**src/rtl/sparse_pack_encoder.sv**
```systemverilog
// sparse_pack_encoder: drops zero matrix elements from a dense (matrix, vector)
// pair stream and packs the kept pairs into K-lane beats with an IPV
// row-boundary mask. A single output register holds the beat.
//
// Handshake: a transfer happens on a rising edge where valid && ready are both
// high. The producer holds valid and its payload stable until that edge, and
// ready never depends on valid of the same side.
module sparse_pack_encoder #(
  parameter int K = 4
) (
  input  logic           clk,
  input  logic           rst,
  input  logic           in_valid,
  output logic           in_ready,
  input  logic [7:0]     in_mat,
  input  logic [7:0]     in_vec,
  input  logic           in_row_end,
  input  logic           in_last,
  output logic [8*K-1:0] matrix_out,
  output logic [8*K-1:0] vector_out,
  output logic [K-1:0]   IPV,
  output logic           out_valid,
  input  logic           out_ready,
  output logic           out_last,
  output logic           done
);

  localparam int CW = $clog2(K + 1);

  logic [7:0]    mat_buf [K];
  logic [7:0]    vec_buf [K];
  logic [K-1:0]  bnd_buf;
  logic [CW-1:0] cnt;
  logic          flush_pending;

  logic          group_ready;
  logic          transfer;
  logic          accept;
  logic          keep;
  logic          row_end;
  logic [CW-1:0] wr_idx;
  logic [CW-1:0] cnt_base;
  logic [8*K-1:0] pack_mat;
  logic [8*K-1:0] pack_vec;
  logic [K-1:0]   pack_ipv;

  // Handshake and control decode. in_last alone is treated as a row end.
  always_comb begin
    row_end     = in_row_end || in_last;
    group_ready = (cnt == CW'(K)) || flush_pending;
    transfer    = group_ready && (!out_valid || out_ready);
    in_ready    = rst && !flush_pending && ((cnt < CW'(K)) || transfer);
    accept      = in_valid && in_ready;
    keep        = (in_mat != 8'd0) || row_end;
    cnt_base    = transfer ? '0 : cnt;
    wr_idx      = cnt_base;
  end

  // Build the outgoing beat: slots 0..cnt-1 map to lanes, unused lanes stay zero.
  always_comb begin
    pack_mat = '0;
    pack_vec = '0;
    pack_ipv = '0;
    for (int i = 0; i < K; i++) begin
      if (CW'(i) < cnt) begin
        pack_mat[8*(K-1-i) +: 8] = mat_buf[i];
        pack_vec[8*(K-1-i) +: 8] = vec_buf[i];
        pack_ipv[K-1-i]          = bnd_buf[i];
      end
    end
  end

  // Pack buffer, fill count and flush flag.
  always_ff @(posedge clk or negedge rst) begin
    if (!rst) begin
      for (int i = 0; i < K; i++) begin
        mat_buf[i] <= '0;
        vec_buf[i] <= '0;
      end
      bnd_buf       <= '0;
      cnt           <= '0;
      flush_pending <= 1'b0;
    end else begin
      if (accept && keep) begin
        for (int i = 0; i < K; i++) begin
          if (wr_idx == CW'(i)) begin
            mat_buf[i] <= in_mat;
            vec_buf[i] <= in_vec;
            bnd_buf[i] <= row_end;
          end
        end
        cnt <= cnt_base + CW'(1);
      end else begin
        cnt <= cnt_base;
      end
      if (accept && in_last) begin
        flush_pending <= 1'b1;
      end else if (transfer) begin
        flush_pending <= 1'b0;
      end
    end
  end

  // Output register: load on transfer, clear to an all-zero idle bus once consumed.
  always_ff @(posedge clk or negedge rst) begin
    if (!rst) begin
      matrix_out <= '0;
      vector_out <= '0;
      IPV        <= '0;
      out_valid  <= 1'b0;
      out_last   <= 1'b0;
    end else if (transfer) begin
      matrix_out <= pack_mat;
      vector_out <= pack_vec;
      IPV        <= pack_ipv;
      out_valid  <= 1'b1;
      out_last   <= flush_pending;
    end else if (out_valid && out_ready) begin
      matrix_out <= '0;
      vector_out <= '0;
      IPV        <= '0;
      out_valid  <= 1'b0;
      out_last   <= 1'b0;
    end
  end

  // One-cycle completion pulse after the final beat is consumed.
  always_ff @(posedge clk or negedge rst) begin
    if (!rst) begin
      done <= 1'b0;
    end else begin
      done <= out_valid && out_ready && out_last;
    end
  end

endmodule
```
**config.mk**
```make
export PLATFORM = sky130hd
export DESIGN_NAME = sparse_pack_encoder
export DESIGN_NICKNAME = d
export VERILOG_FILES = /design/src/rtl/sparse_pack_encoder.sv
export SDC_FILE = /design/constraint.sdc
export NUM_CORES = 1
export LEC_CHECK = 0
export CAP_MARGIN = 10
export CORE_AREA = 2 2 113 115
export DETAILED_ROUTE_END_ITERATION = 10
export DIE_AREA = 0 0 115 117
export PLACE_DENSITY = 0.71
export SYNTH_ARGS = -nofsm -noshare
export SYNTH_HDL_FRONTEND = slang
export SYNTH_SLANG_ARGS = --single-unit
export TNS_END_PERCENT = 50
```
**constraint.sdc**
```tcl
create_clock -name clk -period 1.9 [get_ports clk]
set_clock_uncertainty 0.15 [all_clocks]
set_input_delay 0.19 -clock clk [delete_from_list [all_inputs] [get_ports clk]]
set_output_delay 0.19 -clock clk [all_outputs]
set_load 0.01 [all_outputs]
```
==> results of run 1 <==
==> power by group through the flow <==
stage	Combinational (mW)	Sequential, mW	Clock [mW]
after global routing	4.70	5.00	4.22
after global placement	3.83	4.83	0
after CTS	4.33	4.87	4.11
final	4.38	4.88	4.06
after floorplan	1.96	4.92	0
after detailed placement	3.95	4.89	0
==> worst max path at each step <==
stage / to / cells after the start
after global placement: vec_buf[28]$_DFFE_PN0P_ / 6
after floorplan: mat_buf[10]$_DFFE_PN0P_ / 6
after global routing: mat_buf[14]$_DFFE_PN0P_ / 8
after detailed placement: vec_buf[24]$_DFFE_PN0P_ / 6
after CTS: mat_buf[14]$_DFFE_PN0P_ / 8
final: mat_buf[14]$_DFFE_PN0P_ / 8
==> flip-flops by register name, summed over array words and instances, names as in the netlist <==
name	flops
IPV	4
bnd_buf	4
cnt	3
done	1
flush_pending	1
mat_buf	32
matrix_out	32
out_last	1
out_valid	1
vec_buf	32
vector_out	32
==> area by class of cell <==
cell class | instances | share of cell area (%)
Timing Repair Buffer | 146 | 19.5
Clock buffer | 22 | 5.96
Tap cell | 150 | 2.36
Inverter | 3 | 0.204
Sequential cell | 143 | 45.0
Clock inverter | 10 | 3.19
Multi-Input combinational cell | 182 | 23.8
==> cells in the final DEF (no fill, tap or decap), drive strengths merged, types with 2 or more instances in the layout <==
cell type      instances
nand2                 13
nand3b                 2
inv                    3
o21ai                  5
nor2                   5
a21oi                  2
dfrtp                143
nor4                   2
bufinv                 8
clkinv                 2
a22o                  69
buf                   52
mux2                  68
ha                     4
clkbuf                23
clkdlybuf4s50         90
==> worst register-to-register path, stage by stage (launching register included) <==
cell and delay, ps:
dfrtp_1 370, or2b_4 260, a21oi_4 90, nor3b_4 290, buf_6 160, nand2_8 60
buf_12 130, buf_12 120, mux2_4 290
==> logic make-up (layout without fill, tap and decap cells) <==
logic type      after synthesis  count (layout)  synth area share [%]
compound gates               79              79                  12.6
xor+xnor                      1               1                 0.164
fa+ha+maj                     4               4                 0.935
buf+inv                      19             181                  1.96
flops                       143             143                  66.9
mux                          69              69                  14.5
simple gates                 27              29                  2.92
==> timing repair <==
item                                    in CTS  in global routing
endpoints found under the setup margin      86                 69
hold buffers                                 1                  0
pin swaps                                    8                  6
hold endpoints to repair                   143                  0
resized for setup                           29                 11
gates cloned                                 4                  0
buffers inserted                            11                  1
==> per-layer routing <==
metal | share of wire [%] | wire length (um)
met3 | 5.6 | 768
met5 | 0 | 0
met1 | 44 | 5940
met2 | 49 | 6690
met4 | 1.8 | 246
==> stage by stage <==
step	hold WS [ps]	utilization [%]	area (sq um)	setup TNS, ps	setup WS, ps
after floorplan	-256	-	5420	-8300	-170
after global placement	225	55.7	6860	-28910	-438
after detailed placement	227	55.7	6860	-33810	-526
after CTS	166	64.1	7890	-2500	-96.6
after global routing	130	64.6	7950	-7640	-170
final	126	64.6	7950	-5470	-144
==> run_results.csv, run 1 <==
group,metric,value,unit
detailed_routing,routed_wl,13.6,mm
worst_setup_path,cp_max_fo,7,
power,comb_power_share,32.9,%
global_route,grt_first_pass_wirelength,21.4,mm
detailed_routing,vias_per_cell,5.52,
synthesis,netlist_top_cells_count,"dfrtp_1, a22o_1, mux2_2, clkbuf_1, nand2_1",
synthesis,synth_nets,368,
clock_tree,cts.path.max_buffers,2,
placement,hpwl,8.14,mm
worst_setup_path,crit_path_frequent_cell,"buf_12",
timing,timing.final.crit_share,108,%
floorplan,die_x,115,um
synthesis,ys_types,28,
job,max_cap_violations,0,
global_route,grt.overflow.total,0,
clock_tree,clk_latency,420,ps
global_route,met2_usage,35.3,%
power,clock_power_share,30.5,%
power,powerDensity,1670,nW/um^2
synthesis,synth-warning-count,0,
synthesis,syn_area_per_cell,15.6,sq um
timing,hold_viol_final,0,
worst_setup_path,r2r.worst_path.cells,8,
worst_setup_path,required,2050,ps
placement,gp_congestion,0.835,
worst_setup_path,crit_slowest_cell,"dfrtp_1",
worst_setup_path,worstSetupStartpoint,"out_valid$_DFFE_PN0P_",
floorplan,io_pins,94,
hold_path,min_path_type,"in2reg",
power,seqPwrFrac,36.6,%
worst_setup_path,crit_chain,"or2b_4 -> a21oi_4 -> nor3b_4 -> buf_6 -> nand2_8 -> buf_12 -> buf_12 -> mux2_4",
final_layout,multi_input_comb_area,1900,sq um
synthesis,netlist_area,5350,sq um
placement,portBuffers,93,
clock_tree,htreeDepth,4,
detailed_routing,drc_errors,0,
worst_setup_path,end_kind,"register",
detailed_routing,first_pass_iters,4,
synthesis,synth_seq_area_share,66.9,%
final_layout,seq_area,3580,sq um
detailed_routing,drt_iter0_drc,232,
synthesis,syn_inst,342,
worst_setup_path,critPathBufInv,3,
detailed_routing,ant_nets,0,
final_layout,nFillCells,880,
power,p_int,9.53,mW
floorplan,initial_utilization,43.5,%
global_route,grt_pass1_vias,3785,
worst_setup_path,worstPathArrival,2190,ps
floorplan,die-area,13500,sq um
floorplan,die_height,117,um
global_route,antenna_found_initial,0,
final_layout,final_nets,519,
status,violations,"setup timing",
worst_setup_path,critical-path-top-delay-family,"simple AND/OR/NAND/NOR gates",
global_route,grt_usage,21.7,%
power,switching_share,28.4,%
worst_setup_path,r2r_end,"mat_buf[14]$_DFFE_PN0P_",
floorplan,fp-row-count,41,
hold_path,whs_endpoint,"mat_buf[3]$_DFFE_PN0P_",
synthesis,synth.area.top_cells,"dfrtp_1, mux2_2, a22o_1",
floorplan,coreArea,12300,sq um
timing,worst-slew-pin-transition,725,ps
final_layout,areaGrowthSynthToFinish,48.7,%
synthesis,synth-seq-cells,143,
synthesis,synthMostInstantiatedCell,"dfrtp_1",
placement,dp.cells,607,
final_layout,drive_gt1_share,35.2,%
worst_setup_path,worstSetupStartpointType,"register",
final_layout,final_cell_count_no_fill,656,
worst_setup_path,rrSetupSlack,-140,ps
global_route,grt-busiest-layer,"met2",
clock_tree,cts_num_sinks,143,
clock_tree,cts-root-buf,"clkbuf_16",
final_layout,diodes,0,
timing,clock.fmax,0.489,GHz
power,switching_power,3.79,mW
clock_tree,tritoncts,"done",
timing,rsz0062_at_grt,"yes",
global_route,use_met3,5.72,%
worst_setup_path,critPathKind,"reg2reg",
synthesis,synthFlopType,"dfrtp_1",
synthesis,yosys.area.top_type,"dfrtp_1",
synthesis,synth-edff-count,0,
synthesis,yosys.area.top_type_share,66.9,%
power,peakVddDrop,0.901,mV
detailed_routing,post_drt_wl_per_cell,20.8,um
synthesis,synth-async-reset-ratio,100,%
timing,slew-limit-headroom,51.7,%
worst_setup_path,crit-reg2reg-launch,"out_valid$_DFFE_PN0P_",
global_route,grt_max_degree,144,
clock_tree,path_clk_slew,60,ps
timing,slew_viol_final,0,
hold_path,hold_depth,3,
global_route,gr-usage-met1,27.9,%
power,finalPower,13.3,mW
worst_setup_path,cpPeakStageDelay,370,ps
detailed_routing,num_vias,3622,
power,power_leakage,3.65,nW
status,outcome,"finished with violations",
timing,fin_crit,2040,ps
hold_path,min_from,"in_mat[3]",
timing,setup_ws,-144,ps
clock_tree,cts_buffers,17,
timing,setup_viol,69,
(Power assumes the default switching activity.)
==> run 2: changes to the inputs <==
--- a/config.mk
+++ b/config.mk
@@ -6,10 +6,10 @@
 export NUM_CORES = 1
 export LEC_CHECK = 0
 export CAP_MARGIN = 10
-export CORE_AREA = 2 2 113 115
+export CORE_AREA = 2 2 144 90
 export DETAILED_ROUTE_END_ITERATION = 10
-export DIE_AREA = 0 0 115 117
-export PLACE_DENSITY = 0.71
+export DIE_AREA = 0 0 146 92
+export PLACE_DENSITY = 0.72
 export SYNTH_ARGS = -nofsm -noshare
 export SYNTH_HDL_FRONTEND = slang
 export SYNTH_SLANG_ARGS = --single-unit
==> run 2 against run 1 <==
Cell area shrank 4.3%; global-route usage is 1.9 points lower; critical endpoint is now vec_buf[21]$_DFFE_PN0P_; the run still ends with setup timing left; largest power group unchanged; clock power decreased by 14%; routed wire length shrank 5.8%; core utilization down 2.9 points; via count decreased by 2.8%; register-to-register slack about the same.
==> run_results.csv, run 2 (same netlist as run 1, synthesis figures left out) <==
group,metric,value,unit
timing,clock.fmax,0.493,GHz
worst_setup_path,critPathKind,"reg2reg",
timing,fin_crit,2030,ps
worst_setup_path,cpPeakStageDelay,340,ps
timing,slew-limit-headroom,48.3,%
placement,pre_cts_ws,-498,ps
power,peakVddDrop,0.857,mV
timing,hold_ws,311,ps
job,max_cap_violations,0,
timing,setup_viol,69,
clock_tree,tritoncts,"done",
placement,hpwl,8.60,mm
clock_tree,path_clk_slew,60,ps
global_route,grt_pass1_vias,3514,
timing,setup_ws,-129,ps
clock_tree,cts_buffers,17,
floorplan,io_pins,94,
worst_setup_path,r2r.worst_path.cells,8,
detailed_routing,routed_wl,12.9,mm
floorplan,die_x,146,um
detailed_routing,post_drt_wl_per_cell,19.5,um
global_route,grt_first_pass_wirelength,19.9,mm
placement,gp_congestion,0.798,
detailed_routing,drt_iter0_drc,178,
detailed_routing,first_pass_iters,4,
detailed_routing,num_vias,3522,
final_layout,nFillCells,930,
clock_tree,clk_latency,410,ps
floorplan,die-area,13400,sq um
floorplan,coreArea,12300,sq um
final_layout,mostFrequentLayoutCell,"dfrtp_1",
hold_path,min_path_type,"in2reg",
final_layout,diodes,0,
global_route,grt_max_degree,144,
worst_setup_path,required,2040,ps
detailed_routing,vias_per_cell,5.34,
worst_setup_path,crit_cells,8,
timing,worst-slew-pin-transition,775,ps
final_layout,final_util,61.7,%
worst_setup_path,critPathBufInv,3,
final_layout,final_nets,506,
worst_setup_path,critical-path-top-delay-family,"simple AND/OR/NAND/NOR gates",
final_layout,final_cell_count_no_fill,660,
final_layout,areaGrowthSynthToFinish,42.2,%
clock_tree,htreeDepth,4,
floorplan,initial_utilization,43.4,%
timing,hold_viol_final,0,
timing,timing.final.crit_share,107,%
placement,portBuffers,93,
hold_path,hold_depth,2,
clock_tree,cts_num_sinks,143,
detailed_routing,drc_errors,0,
worst_setup_path,cp_max_fo,9,
power,power_leakage,3.49,nW
global_route,antenna_found_initial,0,
global_route,grt_usage,19.8,%
final_layout,drive_gt1_share,31.8,%
worst_setup_path,crit_slowest_cell,"dfrtp_1",
global_route,grt.overflow.total,0,
placement,dp.cells,627,
status,outcome,"finished with violations",
timing,slew_viol_final,0,
power,powerDensity,1640,nW/um^2
timing,rsz0062_at_grt,"yes",
worst_setup_path,crit_chain,"or2b_4 -> buf_6 -> a21oi_4 -> nor3b_4 -> buf_6 -> nand2_4 -> buf_12 -> mux2_2",
floorplan,die_height,92,um
clock_tree,cts-root-buf,"clkbuf_16",
worst_setup_path,crit_path_frequent_cell,"buf_6",
final_layout,layout_common_cells,"dfrtp_1, clkdlybuf4s50_1, a22o_1",
worst_setup_path,worstPathArrival,2170,ps
status,violations,"setup timing",
worst_setup_path,end_kind,"register",
clock_tree,cts.path.max_buffers,2,
floorplan,fp-row-count,32,
worst_setup_path,worstSetupStartpointType,"register",
detailed_routing,ant_nets,0,
[run 2: report_power, final]
group	switching, mW	internal (mW)	leakage, nW	total, mW
logic	1.74	2.30	1.36	4.04
clock network	1.20	2.31	0.299	3.51
registers	0.688	4.21	1.84	4.90
[run 2: routing by layer]
layer / share of wire, % / up-vias / track usage (%)
met5: 0 / - / 0
met4: 0.62 / 0 / 5.42
met3: 5.9 / 6 / 5.47
met2: 44 / 120 / 28.2
met1: 49 / 1835 / 29.9
li1: - / 1561 / -
[run 2: repair_timing]
| action | in CTS | in global routing |
|---|---|---|
| setup buffers | 3 | 0 |
| cloned | 1 | 0 |
| pin swaps | 4 | 1 |
| endpoints found under the hold margin | 143 | 0 |
| hold buffers | 1 | 0 |
| resized for setup | 20 | 1 |
| endpoints found under the setup margin | 70 | 70 |
[run 2: final timing paths]
| kind | start | to | slack [ps] |
|---|---|---|---|
| max | out_valid$_DFFE_PN0P_ | vec_buf[21]$_DFFE_PN0P_ | -130 |
| min | out_ready | done$_DFF_PN0_ | 310 |
| max reg2reg | out_valid$_DFFE_PN0P_ | vec_buf[21]$_DFFE_PN0P_ | -130 |
| min reg2reg | vec_buf[20]$_DFFE_PN0P_ | vector_out[20]$_DFFE_PN0P_ | 340 |
| max in group asynchronous | rst | IPV[2]$_DFFE_PN0P_ | 640 |
| min in group asynchronous | rst | cnt[2]$_DFF_PN0_ | 330 |
[run 2: final cells by class]
cell class                 instances  area [sq um]  share of cell area [%]
inverter                           3          11.3                   0.148
tap                              170           213                    2.80
sequential                       143          3580                    47.0
clock buffer                      19           433                    5.69
timing repair buffer             135          1390                    18.2
clock inverter                    10           189                    2.48
multi-input combinational        180          1800                    23.6
[run 2: metrics by stage]
step | area (sq um) | TNS, ps | total power, mW
6_report | 7610 | -6100 | 12.4
2_1_floorplan | 5420 | -8300 | 6.88
3_3_place_gp | 6880 | -31910 | 8.64
5_1_grt | 7610 | -10930 | 13.0
3_5_place_dp | 6880 | -35520 | 8.81
4_1_cts | 7610 | -7380 | 12.5
==> run 3: changes to the inputs <==
--- a/config.mk
+++ b/config.mk
@@ -5,11 +5,11 @@
 export SDC_FILE = /design/constraint.sdc
 export NUM_CORES = 1
 export LEC_CHECK = 0
-export CAP_MARGIN = 10
-export CORE_AREA = 2 2 144 90
+export CAP_MARGIN = 20
+export CORE_AREA = 2 2 113 115
 export DETAILED_ROUTE_END_ITERATION = 10
-export DIE_AREA = 0 0 146 92
-export PLACE_DENSITY = 0.72
+export DIE_AREA = 0 0 115 117
+export PLACE_DENSITY = 0.71
 export SYNTH_ARGS = -nofsm -noshare
 export SYNTH_HDL_FRONTEND = slang
 export SYNTH_SLANG_ARGS = --single-unit
==> results of run 3 <==
Final layout, timing and power as in run 1 (identical DEF).
